## config.mk

```make
export PLATFORM = sky130hd
export DESIGN_NAME = snn_step_scheduler
export DESIGN_NICKNAME = d
export VERILOG_FILES = /design/src/rtl/snn_step_scheduler.sv
export SDC_FILE = /design/constraint.sdc
export NUM_CORES = 1
export LEC_CHECK = 0
export CORE_ASPECT_RATIO = 1.5
export CORE_MARGIN = 1.5
export CORE_UTILIZATION = 41
export DETAILED_ROUTE_END_ITERATION = 6
export PLACE_DENSITY_LB_ADDON = 0.15
export SETUP_SLACK_MARGIN = 0.02
export SYNTH_ARGS = -nofsm -noshare
export SYNTH_HDL_FRONTEND = slang
export SYNTH_SLANG_ARGS = --single-unit
```

## constraint.sdc

```tcl
create_clock -name clk -period 2.5 [get_ports clk]
set_clock_uncertainty 0.1 [all_clocks]
set_input_delay 0.375 -clock clk [delete_from_list [all_inputs] [get_ports clk]]
set_output_delay 0.375 -clock clk [all_outputs]
set_load 0.02 [all_outputs]
```

## src/rtl/snn_step_scheduler.sv

```systemverilog
// snn_step_scheduler: drives one inference of an N-neuron layer.
// It emits TS time_step pulses, then merges one result record per neuron
// onto a single round-robin AXI-stream towards the host.
//
// state  | meaning
// -------+-----------------------------------------------------------
// IDLE   | waiting for start
// RUN    | issuing time_step pulses, one every STEP_CYCLES cycles
// WAIT   | 3 settle cycles so neurons see the last time_step fall
// DRAIN  | round-robin collection of one record per neuron
// DONE   | one-cycle done pulse, then back to IDLE
module snn_step_scheduler #(
  parameter int N           = 4,
  parameter int DW          = 8,
  parameter int UW          = 5,
  parameter int TS          = 16,
  parameter int STEP_CYCLES = 8
) (
  input  logic                      clk,
  input  logic                      reset_n,
  input  logic                      start,
  output logic                      busy,
  output logic                      done,
  output logic                      time_step,
  output logic [$clog2(TS+1)-1:0]   step_count,
  input  logic [N-1:0]              in_tvalid,
  output logic [N-1:0]              in_tready,
  input  logic [N*DW-1:0]           in_tdata,
  input  logic [N*UW-1:0]           in_tuser,
  output logic                      out_tvalid,
  input  logic                      out_tready,
  output logic [DW-1:0]             out_tdata,
  output logic [UW-1:0]             out_tuser,
  output logic [$clog2(N)-1:0]      out_tid,
  output logic                      out_tlast
);

  localparam int IW = $clog2(N);
  localparam int CW = $clog2(STEP_CYCLES);
  localparam int SW = $clog2(TS+1);

  typedef enum logic [2:0] {
    S_IDLE  = 3'd0,
    S_RUN   = 3'd1,
    S_WAIT  = 3'd2,
    S_DRAIN = 3'd3,
    S_DONE  = 3'd4
  } state_t;

  state_t          state_q, state_d;
  logic [CW-1:0]   cyc_q, cyc_d;
  logic [SW-1:0]   step_q, step_d;
  logic [N-1:0]    served_q, served_d;
  logic [IW-1:0]   rr_q, rr_d;
  logic [IW-1:0]   gnt_q, gnt_d;
  logic            gvld_q, gvld_d;
  logic            last_q, last_d;

  logic [N-1:0]    cand;
  logic            found;
  logic [IW-1:0]   pick;

  // Round-robin search over unserved valid sources, starting at the rr pointer.
  always_comb begin
    cand  = in_tvalid & ~served_q;
    found = 1'b0;
    pick  = '0;
    for (int k = 0; k < N; k++) begin
      if (!found && cand[(int'(rr_q) + k) % N]) begin
        found = 1'b1;
        pick  = IW'((int'(rr_q) + k) % N);
      end
    end
  end

  // Next-state and Moore/handshake outputs.
  always_comb begin
    state_d    = state_q;
    cyc_d      = cyc_q;
    step_d     = step_q;
    served_d   = served_q;
    rr_d       = rr_q;
    gnt_d      = gnt_q;
    gvld_d     = gvld_q;
    last_d     = last_q;
    busy       = 1'b0;
    done       = 1'b0;
    time_step  = 1'b0;
    out_tvalid = 1'b0;
    in_tready  = '0;

    case (state_q)
      S_IDLE: begin
        if (start) begin
          state_d  = S_RUN;
          cyc_d    = '0;
          step_d   = '0;
          served_d = '0;
          gvld_d   = 1'b0;
          last_d   = 1'b0;
        end
      end
      S_RUN: begin
        busy = 1'b1;
        if (cyc_q == CW'(STEP_CYCLES-1)) begin
          time_step = 1'b1;
          cyc_d     = '0;
          if (step_q != SW'(TS)) step_d = step_q + 1'b1;
          if (step_q == SW'(TS-1)) state_d = S_WAIT;
        end else begin
          cyc_d = cyc_q + 1'b1;
        end
      end
      S_WAIT: begin
        busy = 1'b1;
        if (cyc_q == CW'(2)) begin
          cyc_d   = '0;
          state_d = S_DRAIN;
        end else begin
          cyc_d = cyc_q + 1'b1;
        end
      end
      S_DRAIN: begin
        busy       = 1'b1;
        out_tvalid = gvld_q;
        // A grant is only selected while none is outstanding, so the served
        // update of a handshake always lands before the next selection.
        if (gvld_q && out_tready) begin
          in_tready[gnt_q] = 1'b1;
          served_d[gnt_q]  = 1'b1;
          rr_d             = (int'(gnt_q) == N-1) ? '0 : gnt_q + 1'b1;
          gvld_d           = 1'b0;
          last_d           = 1'b0;
          if (last_q) state_d = S_DONE;
        end else if (!gvld_q && found) begin
          gvld_d = 1'b1;
          gnt_d  = pick;
          last_d = ($countones(served_q) == N-1);
        end
      end
      S_DONE: begin
        done    = 1'b1;
        state_d = S_IDLE;
      end
      default: state_d = S_IDLE;
    endcase
  end

  // Payload follows the granted source; zero whenever nothing is offered.
  always_comb begin
    out_tdata = '0;
    out_tuser = '0;
    out_tid   = '0;
    out_tlast = 1'b0;
    if (out_tvalid) begin
      out_tdata = in_tdata[int'(gnt_q)*DW +: DW];
      out_tuser = in_tuser[int'(gnt_q)*UW +: UW];
      out_tid   = gnt_q;
      out_tlast = last_q;
    end
  end

  assign step_count = step_q;

  // State and counter registers; reset aborts any inference without done.
  always_ff @(posedge clk or negedge reset_n) begin
    if (!reset_n) begin
      state_q  <= S_IDLE;
      cyc_q    <= '0;
      step_q   <= '0;
      served_q <= '0;
      rr_q     <= '0;
      gnt_q    <= '0;
      gvld_q   <= 1'b0;
      last_q   <= 1'b0;
    end else begin
      state_q  <= state_d;
      cyc_q    <= cyc_d;
      step_q   <= step_d;
      served_q <= served_d;
      rr_q     <= rr_d;
      gnt_q    <= gnt_d;
      gvld_q   <= gvld_d;
      last_q   <= last_d;
    end
  end

endmodule

```

# Yosys cells after proc, flatten, opt, wreduce, memory -nomap -nowiden
# Index checks and enable logic that the tools add are counted.
[op_classes]
shifts = 2
muxes = 58
reduce_logical = 25
eq_ne = 18
addsub = 9
multipliers = 1
n_bitwise = 7
magnitude_cmp = 6
[op_table]
columns = ["op", "n"]
rows = [
  ["$shiftx A32 B6 Y8", 1],
  ["$mux W3", 9],
  ["$mux W1", 23],
  ["$mux W5", 4],
  ["$shiftx A20 B6 Y5", 1],
  ["$mux W4", 4],
  ["$ne A2 B2 Y1 const B", 7],
  ["$eq A3 B2 Y1 const B", 4],
  ["$lt A3 B4 Y1 const B", 3],
  ["$mux W2", 6],
  ["$pmux W3 S4", 1],
  ["$pmux W5 S2", 1],
  ["$pmux W3 S3", 1],
  ["$reduce_and A3 Y1", 3],
  ["$bmux W1 S2", 4],
  ["$mux W8", 1],
  ["$pmux W4 S2", 1],
  ["$eq A3 B3 Y1 const B", 2],
  ["$logic_and A1 B1 Y1", 6],
  ["$lt A2 B3 Y1 const B", 2],
  ["$reduce_and A6 Y1", 1],
  ["$reduce_or A2 Y1", 3],
  ["$add A5 B1 Y5 const B", 1],
  ["$eq A5 B4 Y1 const B", 1],
  ["25 further kinds", 36],
]
[word_totals]
regBits = 21
inputBits = 60
out_inout_bits = 29
word_cells = 134

# Longest topological paths before layout
[logic_depth]
word_depth = 18
depth_mapped = 8
ltp_nobuf = 7

# Worst setup path before layout
# Ideal clock, no wire load.
[synth_timing]
path_type = "register -> output"
from = "reg gnt_q[0]"
to = "out out_tdata[0]"
stages_incl_launch_ff = 5
n_path_buf = 2
arrival_ns = 1.590
path_slack_ns = 0.435
cell_sequence = "dfrtp_1 -> buf_2 -> buf_2 -> mux4_2 -> and2_1"
[synth_via]
elab_chain_cells = 2
[synth_rtl]
columns = ["element", "line", "source"]
rows = [
  ["start, declared", "55", "logic [IW-1:0] gnt_q, gnt_d;"],
  ["start signal, assigned", "182", "gnt_q <= gnt_d;"],
  ["$shiftx A32 B6 Y8", "156", "out_tdata = in_tdata[int'(gnt_q)*DW +: DW];"],
  ["$mux W8", "155", "if (out_tvalid) begin"],
  ["end, declared", "32", "output logic [DW-1:0] out_tdata,"],
]
# No other way between the ends.

# Worst setup path after layout
[layout_timing]
from = "reg state_q[0]"
to = "out time_step"
[layout_via]
elab_chain_cells = 2
[layout_rtl]
columns = ["element", "line", "source"]
rows = [
  ["start, declared", "50", "state_t state_q, state_d;"],
  ["start signal, assigned", "177", "state_q <= state_d;"],
  ["$eq A3 B1 Y1", "92", "case (state_q)"],
  ["$mux W1", "92", ""],
  ["end, declared", "24", "output logic time_step,"],
]
# No other way between the ends.

==> reports/metrics.yaml <==
status: "finished with violations"
violations: "design-rule violations"
setup_viol_count_final: 0
synth_seq_cells: 21
netlist_top_cells_count: "21 x dfrtp_1, 17 x nand2_1, 16 x and2_1"
post_drt_wl_per_cell_um: 15.8
hold_viol: 0
synth_top_area_cell: "dfrtp_1"
async_reset_ff_share_pct: 100
gr-total-overflow: 0
crit_arrival_ns: 1.91
pin_count: 89
cp_max_fo: 19
htree_num_levels: 1
start_kind: "register"
fp.dieH_um: 85.6
drive_above_1_share_pct: 12.0
pre_cts_ws_ns: 0.0449
clk_latency_ns: 0.26
cts_tree: "built"
port_buffers: 88
route.vias.total: 1771
fmax_mhz: 420
finalCritPeriodShare_pct: 95.2
rsz0062_at_grt: "no"
antennaDiodeCount: 0
grt_pass1_wl_um: 8240
setup_tns_ns: 0
p_leak_nw: 1.39
path_clk_slew_ns: 0.08
area_growth_pct: 56.6
hold_path_class: "in -> async"
fin_crit_ns: 2.38
final_cells: 337
powerDensity_mw_per_mm2: 875
seq_area_um2: 526
seq_area_frac_synth_pct: 28.2
first_global_vias: 1695
ir_drop_mv: 0.479
ys_types: 44
grt_usage_pct: 21.4
dieArea_mm2: 0.00497
synth_edf_count: 0
synth-main-ff-cell: "dfrtp_1"
drv_slew: 0
worst_slew_pin_slew_ns: 0.377
place_hpwl_um: 4200
end_kind: "output port"
synth_area_mm2: 0.00186
yosysMostFrequentCell: "dfrtp_1"
synth_top_area_share_pct: 28.2
multi_input_area_mm2: 0.00123
cts_buffer_depth: 2
crit_type: "reg -> out"
total_power_mw: 2.55
maxCapViolations: 0
cts_hold_buf: 0
nets: 366
antenna_found_initial: 0
rows: 29
max_slew_margin_pct: 74.8
grt_max_degree: 22
nFillCells: 378
dr.pass1.iters: 7
cp_data_required_time_ns: 2.03
clock-sinks: 21
core_area_mm2: 0.00428
finalWorstSetupSlack_ns: 0.119
start_util_pct: 43.5
fp.dieW_um: 58.0
synth.avg_cell_area_um2: 9.46
routed_wl_um: 5340
synth_fp_nets: 271
ant_nets: 0
drcViolationCount: 4
gp_congestion: 0.885
synthCells: 197
post_drt_via_cell_ratio: 5.26
dp_cells: 331
numCtsBuffers: 3
first_iter_violations: 67
yosysWarnings: 0
cts-root-buf: "clkbuf_8"
synth_area_leaders: "dfrtp_1 28%, mux4_2 16%, ha_1 8.7%, and2_1 5.4%, o21ai_0 3.5%"
-- cell usage in the layout, fill, tap and decap left out, types with 2 or more instances in the layout --
master and count:
nand4_1 3, dlymetal6s2s_1 5, or3_1 2, and2_1 16, buf_4 10, nand2b_1 4
nand2_1 17, a21oi_1 11, mux4_2 13, nor2_1 14, o21ai_0 13, nand3b_1 2
dfrtp_1 21, buf_12 2, ha_1 13, mux2i_1 2, inv_1 15, and3_1 5
clkbuf_8 3, mux2_1 2, a22oi_1 2, o31ai_1 4, nor2b_1 4, nand3_1 4
dlygate4sd2_1 13, clkdlybuf4s50_1 70
-- metal layers --
layer | vias to the layer above | routed length, µm | GRT usage (%) | share of wire, %
met1 | 820 | 2120 | 26.9 | 40
met3 | 10 | 171 | 2.71 | 3.2
met2 | 39 | 2950 | 37.2 | 55
met4 | 0 | 95 | 7.40 | 1.8
met5 | - | 0 | 0 | 0
li1 | 902 | - | - | -
-- report_power, final --
part           total (mW)  internal (mW)  switching [mW]
logic                1.66          0.864           0.797
clock network       0.223          0.111           0.112
registers           0.668          0.486           0.182
total                2.55           1.46            1.09
-- repair_timing --
item | 4_1_cts | 5_1_grt
resized for setup | 13 | 9
setup endpoints to repair | 14 | 6
endpoints found under the hold margin | 0 | 0
pin swaps | 0 | 0
setup buffers | 0 | 2
-- final cells by class --
cell class / instances / area share, %
timing repair buffer: 100 / 34.0
clock buffer: 3 / 1.42
clock inverter: 1 / 0.172
multi-input combinational: 150 / 42.2
sequential: 21 / 18.0
inverter: 16 / 2.23
tap: 46 / 1.97
-- registers in the layout, indices dropped and copies added (netlist names) --
register / cells
step_count: 5
served_q: 4
cyc_q: 3
state_q: 3
gnt_q: 2
rr_q: 2
gvld_q: 1
last_q: 1
-- per-stage QoR --
step | area [µm²] | util (%) | hold WS [ns]
final | 2920 | 68.1 | 0.359
after global routing | 2920 | 68.1 | 0.383
after CTS | 2880 | 67.2 | 0.371
after detailed placement | 2850 | 66.5 | 0.435
after global placement | 2850 | 66.5 | 0.432
after floorplan | 1860 | - | -0.0206
-- worst max-delay path, stage by stage (launching register included) --
cell and delay, ns:
dfrtp_1 0.36, buf_4 0.22, nor3b_4 0.27, and2_1 0.19
clkdlybuf4s50_1 0.60
-- cells by family after synthesis --
| family | count (synthesis) | synth area share, % |
|---|---|---|
| buf+inv | 26 | 6.04 |
| flops | 21 | 28.2 |
| simple gates | 81 | 24.8 |
| compound gates | 38 | 13.1 |
| fa+ha+maj | 14 | 9.81 |
| mux | 17 | 18.0 |
-- worst paths after layout --
path	start	cells after the start	end	slack [ns]
min reg2reg	step_count[4]	2	step_count[4]	0.45
min	reset_n	2	served_q[0]	0.36
max in group asynchronous	reset_n	2	rr_q[1]	1.72
min in group clk	step_count[4]	2	step_count[4]	0.45
max	state_q[0]	4	time_step	0.12
max reg2reg	served_q[0]	7	last_q	0.59
No activity file was read; power rests on OpenSTA's default activity.
